**config.mk**
```make
export PLATFORM = sky130hd
export DESIGN_NAME = chess_timer_fsm
export DESIGN_NICKNAME = d
export VERILOG_FILES = /design/src/rtl/chess_timer_fsm.sv
export SDC_FILE = /design/constraint.sdc
export NUM_CORES = 1
export LEC_CHECK = 0
export ABC_AREA = 0
export CORE_ASPECT_RATIO = 0.75
export CORE_UTILIZATION = 45
export CTS_BUF_LIST = sky130_fd_sc_hd__clkbuf_4 sky130_fd_sc_hd__clkbuf_8
export DETAILED_ROUTE_END_ITERATION = 6
export PLACE_DENSITY_LB_ADDON = 0.12
export SYNTH_ARGS = -nofsm -noshare
export SYNTH_HDL_FRONTEND = slang
export SYNTH_SLANG_ARGS = --single-unit
```
**constraint.sdc**
```tcl
create_clock -name i_clk -period 3.61 [get_ports i_clk]
set_input_delay 0.361 -clock i_clk [delete_from_list [all_inputs] [get_ports i_clk]]
set_output_delay 0.361 -clock i_clk [all_outputs]
set_load 0.01 [all_outputs]
```
**src/rtl/chess_timer_fsm.sv**
```systemverilog
// Two-player chess clock: debounced-by-synchronizer key presses, a one-second
// prescaler, and a four-state turn controller with per-player countdowns.
`timescale 1ns/1ps
module chess_timer_fsm #(
    parameter int unsigned TICK_DIV  = 50_000_000,
    parameter logic [9:0]  INIT_TIME = 10'd300
) (
    input  logic       i_clk,
    input  logic       i_rst,
    input  logic       i_key_start,
    input  logic       i_key_p1,
    input  logic       i_key_p2,
    input  logic       i_pause,
    output logic [9:0] o_counter_1,
    output logic [9:0] o_counter_2,
    output logic [1:0] o_state_displays,
    output logic       o_tick
);

    localparam int PW = (TICK_DIV > 2) ? $clog2(TICK_DIV) : 1;
    localparam logic [PW-1:0] PRE_MAX = PW'(TICK_DIV - 1);

    typedef enum logic [1:0] {
        IDLE   = 2'b00,
        P1_RUN = 2'b01,
        P2_RUN = 2'b10,
        DONE   = 2'b11
    } state_t;

    state_t        state, state_nxt;
    logic [9:0]    cnt_1, cnt_2, cnt_1_nxt, cnt_2_nxt;
    logic [PW-1:0] presc, presc_nxt;
    logic          running, tick, dec;

    // Key bit order: {p2, p1, start}
    logic [2:0] key_raw, sync1, sync2, prev, armed, press;
    logic [1:0] rst_age;

    assign key_raw = {i_key_p2, i_key_p1, i_key_start};
    // A key only arms once it has been seen released after reset, so a key held
    // through reset release cannot masquerade as a fresh press.
    assign press   = armed & prev & ~sync2;

    // NOTE: sequential state uses non-blocking assignments so every flop samples
    // pre-edge values regardless of statement order.
    always_ff @(posedge i_clk) begin
        if (i_rst) begin
            sync1   <= '1;
            sync2   <= '1;
            prev    <= '1;
            armed   <= '0;
            rst_age <= '0;
        end else begin
            sync1   <= key_raw;
            sync2   <= sync1;
            prev    <= sync2;
            rst_age <= {rst_age[0], 1'b1};
            if (rst_age[1]) armed <= armed | sync2;
        end
    end

    assign running = ((state == P1_RUN) || (state == P2_RUN)) && !i_pause;
    assign tick    = running && (presc == PRE_MAX);

    // NOTE: every signal gets a default first, so no path through the case
    // leaves one unassigned and no latch is inferred.
    always_comb begin
        state_nxt = state;
        cnt_1_nxt = cnt_1;
        cnt_2_nxt = cnt_2;
        dec       = 1'b0;
        case (state)
            IDLE: begin
                cnt_1_nxt = INIT_TIME;
                cnt_2_nxt = INIT_TIME;
                if (press[0]) state_nxt = P1_RUN;
            end
            P1_RUN: begin
                if (tick && cnt_1 != 10'd0) begin
                    dec       = 1'b1;
                    cnt_1_nxt = cnt_1 - 10'd1;
                    if (cnt_1 == 10'd1) state_nxt = DONE;
                end
                if (state_nxt != DONE && press[1] && !i_pause) state_nxt = P2_RUN;
            end
            P2_RUN: begin
                if (tick && cnt_2 != 10'd0) begin
                    dec       = 1'b1;
                    cnt_2_nxt = cnt_2 - 10'd1;
                    if (cnt_2 == 10'd1) state_nxt = DONE;
                end
                if (state_nxt != DONE && press[2] && !i_pause) state_nxt = P1_RUN;
            end
            DONE: begin
                if (press[0]) begin
                    state_nxt = IDLE;
                    cnt_1_nxt = INIT_TIME;
                    cnt_2_nxt = INIT_TIME;
                end
            end
            default: state_nxt = IDLE;
        endcase

        if (state_nxt != state) presc_nxt = '0;
        else if (running)       presc_nxt = (presc == PRE_MAX) ? '0 : presc + 1'b1;
        else                    presc_nxt = presc;
    end

    always_ff @(posedge i_clk) begin
        if (i_rst) begin
            state  <= IDLE;
            cnt_1  <= INIT_TIME;
            cnt_2  <= INIT_TIME;
            presc  <= '0;
            o_tick <= 1'b0;
        end else begin
            state  <= state_nxt;
            cnt_1  <= cnt_1_nxt;
            cnt_2  <= cnt_2_nxt;
            presc  <= presc_nxt;
            o_tick <= dec;
        end
    end

    assign o_state_displays = state;
    assign o_counter_1      = cnt_1;
    assign o_counter_2      = cnt_2;

endmodule
```
=== Word level (Yosys, flattened, before mapping) ===
Cells that the tools add are included.

* Register bits: 63
* Output and inout bits: 23

* Add/subtract/negate cells: 3
* Eq/ne operators: 12
* Multiplexer cells: 21
* Bitwise gates (word level): 4
* Reduce and logical (&&, ||, !) cells: 18

{| class="wikitable"
|+ Operators by type and width
! operator !! count
|-
| $pmux W10 S3 || 2
|-
| $mux W10 || 3
|-
| $add A26 B1 Y26 const B || 1
|-
| $eq A26 B26 Y1 const B || 1
|-
| $mux W26 || 1
|-
| $eq A10 B1 Y1 const B || 2
|-
| $mux W2 || 10
|-
| $reduce_bool A10 Y1 || 2
|-
| $sub A10 B1 Y10 const B || 2
|-
| $logic_and A1 B1 Y1 || 8
|-
| $pmux W2 S4 || 1
|-
| $and A3 B3 Y3 || 2
|-
| $ne A2 B2 Y1 const B || 3
|-
| $reduce_and A3 Y1 || 2
|-
| $reduce_bool A3 Y1 || 2
|-
| $eq A2 B2 Y1 const B || 2
|-
| $ne A2 B1 Y1 const B || 2
|-
| $mux W1 || 3
|-
| $not A3 Y3 || 1
|-
| $or A3 B3 Y3 || 1
|-
| $eq A2 B1 Y1 const B || 1
|-
| $logic_not A2 Y1 || 1
|-
| $ne A2 B2 Y1 || 1
|-
| $pmux W1 S2 || 1
|-
| other kinds (3) || 3
|}

=== Depth between registers and ports, before layout ===
* Depth in word-level cells: 14
* Gate-level depth with buffers: 9
* Gate-level depth less buffers: 7

=== Worst setup path after synthesis ===
Ideal clock, no wire load.

* Path type: reg-to-reg
* Start point: reg state[0] (netlist: o_state_displays[0])
* End point: reg cnt_2[5] (netlist: o_counter_2[5])
* Data arrival time: 2.642 ns
* Path slack: 0.906 ns
* Stages on the path, launching flop included: 10
* Buffers on the path: 2
* Clock period less this slack: 2.704 ns
* Cell sequence: dfxtp_1 > inv_1 > ha_1 > nor2b_1 > clkbuf_1 > nand2_1 > o41a_1 > buf_2 > or4_1 > nand3_1

* Cells in the longest elaborated chain, start to end: 7

{| class="wikitable"
|+ Ends and longest elaborated chain
! element !! RTL line !! text
|-
| start, declared || 30 || <nowiki>state_t state, state_nxt;</nowiki>
|-
| start signal, assigned || 117 || <nowiki>state <= state_nxt;</nowiki>
|-
| $eq A2 B1 Y1 / $eq A2 B2 Y1 (equally long branches) || 62, 72 ||
|-
| $logic_or A1 B1 Y1 || 62 || <nowiki>assign running = ((state == P1_RUN) || (state == P2_RUN)) && !i_pause;</nowiki>
|-
| $logic_and A1 B1 Y1 || 62 ||
|-
| $logic_and A1 B1 Y1 || 63 || <nowiki>assign tick = running && (presc == PRE_MAX);</nowiki>
|-
| $logic_and A1 B1 Y1 || 87 || <nowiki>if (tick && cnt_2 != 10'd0) begin</nowiki>
|-
| $ne A2 B1 Y1 (no source line) || - ||
|-
| $reduce_and A3 Y1 (no source line) || - ||
|-
| end signal, assigned || 119 || <nowiki>cnt_2 <= cnt_2_nxt;</nowiki>
|-
| end, declared || 31 || <nowiki>logic [9:0] cnt_1, cnt_2, cnt_1_nxt, cnt_2_nxt;</nowiki>
|}

Parallel ways exist; a longest one is shown, timed or not.
A chain may end at the register's enable or synchronous reset.

=== Worst setup path after layout ===
* Start point: reg state[0] (netlist: o_state_displays[0])
* End point: reg cnt_1[4] (netlist: o_counter_1[4])

* Cells in the longest elaborated chain, start to end: 7

{| class="wikitable"
|+ Ends and longest elaborated chain
! element !! RTL line !! text
|-
| $eq A2 B1 Y1 / $eq A2 B2 Y1 (equally long branches) || 62, 72 ||
|-
| $logic_or A1 B1 Y1 || 62 ||
|-
| $logic_and A1 B1 Y1 || 62 ||
|-
| $logic_and A1 B1 Y1 || 63 ||
|-
| $logic_and A1 B1 Y1 || 79 || <nowiki>if (tick && cnt_1 != 10'd0) begin</nowiki>
|-
| $ne A2 B1 Y1 (no source line) || - ||
|-
| $reduce_and A3 Y1 (no source line) || - ||
|-
| end signal, assigned || 118 || <nowiki>cnt_1 <= cnt_1_nxt;</nowiki>
|-
| end, declared || 31 ||
|}

Parallel ways exist; a longest one is shown, timed or not.

==> flow_metrics.py <==
metrics = {
    "synth": {
        "synth-seq-cells": 63,
        "synthTopCellsByCount": "dfxtp_1 (63), nor3_1 (25), nor4_1 (22)",
        "syn_area_per_cell_um2": 8.572,
        "synth_top_area_frac": 0.3852,
        "syn_area_um2": 3274,
        "synth_edf_count": 0,
        "syn_nets": 399,
        "synth.yosys.seq_area_share": 0.3852,
        "synthTopCellsByArea": "dfxtp_1 (39%), xnor2_1 (4.5%), ha_1 (4.2%), nor4_1 (4.2%), nor3_1 (3.8%)",
        "yosysTopAreaCell": "dfxtp_1",
        "yosysMostFrequentCell": "dfxtp_1",
        "ys_warn_count": 0,
        "synth_cell_types": 52,
        "synth_cells": 382,
        "async_flop_share": 0,
        "synthFlopType": "dfxtp_1",
    },
    "cells_and_area": {
        "fillCellCount": 667,
        "fin_nets": 429,
        "n_antenna_cell": 0,
        "finalInstanceArea_um2": 3860,
        "multiInputGateArea_um2": 1887,
        "syn_to_final_growth_pct": 17.88,
        "drive_gt1_frac": 0.08633,
        "seq_area_um2": 1261,
    },
    "global_route": {
        "overflow": 0,
        "grt.total_usage": 0.2109,
        "grt_max_degree": 21,
        "grt_pass1_wl_um": 12480,
        "grt_pass1_vias": 2489,
        "antenna_found_initial": 0,
    },
    "clock_tree": {
        "clockRootBuffer": "clkbuf_8",
        "insertion_delay_ns": 0.34,
        "cts_setup_buffers": 0,
        "cts_made_buffers": 9,
        "cts.clk_slew.worst_paths_ns": 0.07,
        "cts_buffer_depth": 2,
        "cts_tree": "yes",
        "cts_sinks": 63,
        "htreeDepth": 3,
        "holdBufCountCts": 0,
        "postCtsResizedCells": 0,
    },
    "critical_path": {
        "crit_slowest_cell": "o41a_1",
        "critical_path_buf_inv_count": 2,
        "path_delay_family": "simple AND/OR/NAND/NOR gates",
        "startpoint": "o_state_displays[0]$_SDFF_PP0_",
        "arrival_ns": 3.23,
        "crit_chain": "inv_1 -> ha_1 -> nor2b_1 -> buf_4 -> nand2_1 -> o41a_1 -> or4_1 -> a21oi_1",
        "end_kind": "register",
        "reg2reg_from": "o_state_displays[0]$_SDFF_PP0_",
        "critPathKind": "register to register",
        "cp_slowest_stage_delay_ns": 0.64,
        "required_ns": 3.88,
        "cp_max_fo": 14,
        "cp-start-kind": "register",
    },
    "sta": {
        "timing.final.ws_setup_ns": 0.6518,
        "hold_slack_ns": 0.4055,
        "finClkSkew_ns": 0.005630,
        "setup_viol": 0,
        "finalHoldViolCount": 0,
        "slew-limit-headroom": 0.5208,
        "period_share": 0.8194,
        "timing.final.crit_period_ns": 2.958,
        "rsz0062_at_grt": "no",
        "setup_tns_ns": 0,
        "slew_violations": 0,
        "worst_slew_pin_slew_ns": 0.7096,
        "fmax_mhz": 338.0,
    },
    "die": {
        "fp.dieW_um": 100.5,
        "core_area_um2": 6929,
        "io_pins": 29,
        "initial_core_util": 0.4726,
        "die_height_um": 75.88,
        "row_count": 26,
        "dieArea_um2": 7625,
    },
    "place": {
        "place.gp.congestion": 0.8652,
        "dp_worst_setup_slack_ns": 0.7133,
        "dp_hpwl_um": 5373,
        "place_area_um2": 3667,
        "io_buffers": 28,
    },
    "run": {
        "maxCapViolCount": 0,
    },
    "hold_path": {
        "worstHoldStart": "sync1[1]$_SDFF_PP1_",
        "hold_path.class": "register to register",
    },
    "drt": {
        "drc": 0,
        "wl_um": 7687,
        "drt-vias-per-instance": 5.812,
        "drtIter0Drc": 111,
        "wl_per_cell_um": 14.93,
        "first_pass_iters": 4,
        "ant_nets": 0,
        "num_vias": 2993,
    },
    "power": {
        "cellPowerDensity_nw_per_um2": 382.3,
        "irDropWorstVdd_mv": 0.1927,
        "power_leakage_nw": 1.252,
    },
    "run_status": {
        "status": "finished, final reports clean",
    },
}
state kept, by name, indices dropped and copies added, names as in the netlist, 2 cells and up:
register	count
sync2	3
prev	3
o_counter_1	10
sync1	3
o_counter_2	10
rst_age	2
presc	26
armed	3
o_state_displays	2
cell type report:
type	instances	area share
clock buffer	10	0.03404
tap	98	0.03177
multi-input combinational	287	0.4888
timing repair buffer	36	0.08817
clock inverter	6	0.01588
inverter	15	0.01459
sequential	63	0.3267
worst register-to-register path: stages, from the launching register on:
cell and delay [ns]:
dfxtp_1 0.50, inv_1 0.17, ha_1 0.39, nor2b_1 0.14
buf_4 0.16, nand2_1 0.20, o41a_1 0.65, or4_1 0.53
a21oi_1 0.15
through the flow:
stage          utilization  std cells  total power (W)
3_5_place_dp        0.5293        499        0.0008846
3_3_place_gp        0.5293        499        0.0008827
2_1_floorplan            -        382        0.0008361
5_1_grt             0.5571        515         0.001539
6_report            0.5571        515         0.001476
4_1_cts             0.5571        515         0.001487
layout by cell type (no fill, tap or decap), types with 2 or more instances in the layout:
cell type and instances:
nor2_1 20, or3_1 3, nor3b_1 2, nand3b_1 3, or4_1 14, clkinv_2 3
nor4_1 22, or2_2 11, o21ai_0 9, xor2_1 7, a21o_1 2, ha_1 11
nand2_1 19, nand4_1 11, and2_1 4, mux2i_1 2, o41a_1 2, nand3_1 17
and4b_1 3, inv_1 15, xnor2_1 17, a31oi_1 4, o31ai_1 14, and4_1 5
clkbuf_8 9, nand4b_1 2, a21oi_1 21, nor4b_1 2, clkdlybuf4s50_1 28, buf_4 8
nor3_1 25, dfxtp_1 63, o221ai_1 2, and3_1 4, o41ai_1 3, nor2b_1 8
or4bb_1 2
report_power, final:
| part | leakage, nW | internal [W] | switching, W |
|---|---|---|---|
| Sequential | 0.511 | 0.000709 | 0.0000155 |
| Combinational | 0.642 | 0.0000584 | 0.0000900 |
| Clock | 0.0994 | 0.000324 | 0.000279 |
| Total | 1.25 | 0.00109 | 0.000385 |
path summary, 6_finish.rpt:
kind,endpoint,slack [ns],cells past startpoint
setup / recovery,o_counter_1[4]$_SDFFE_PP0P_,0.65,8
hold / removal,sync2[1]$_SDFF_PP1_,0.41,1
setup reg to reg,o_counter_1[4]$_SDFFE_PP0P_,0.65,8
hold reg to reg,sync2[1]$_SDFF_PP1_,0.41,1
layer usage:
metal  track usage  up-vias  wire length [um]
li1              -     1507                 -
met1        0.3125     1405              4102
met2        0.2877       70              3080
met3       0.05872       11               402
met4       0.07568        0               102
met5             0        -                 0
cells by family after synthesis:
| family | share of synthesized area |
|---|---|
| multiplexers | 0.006114 |
| AND/OR/NAND/NOR | 0.3202 |
| flip-flops | 0.3852 |
| AO/OA/AOI/OAI | 0.1437 |
| adder cells (fa/ha/maj) | 0.04203 |
| XOR/XNOR | 0.06420 |
| buffers and inverters | 0.03859 |
No activity file was read; power rests on OpenSTA's default activity.
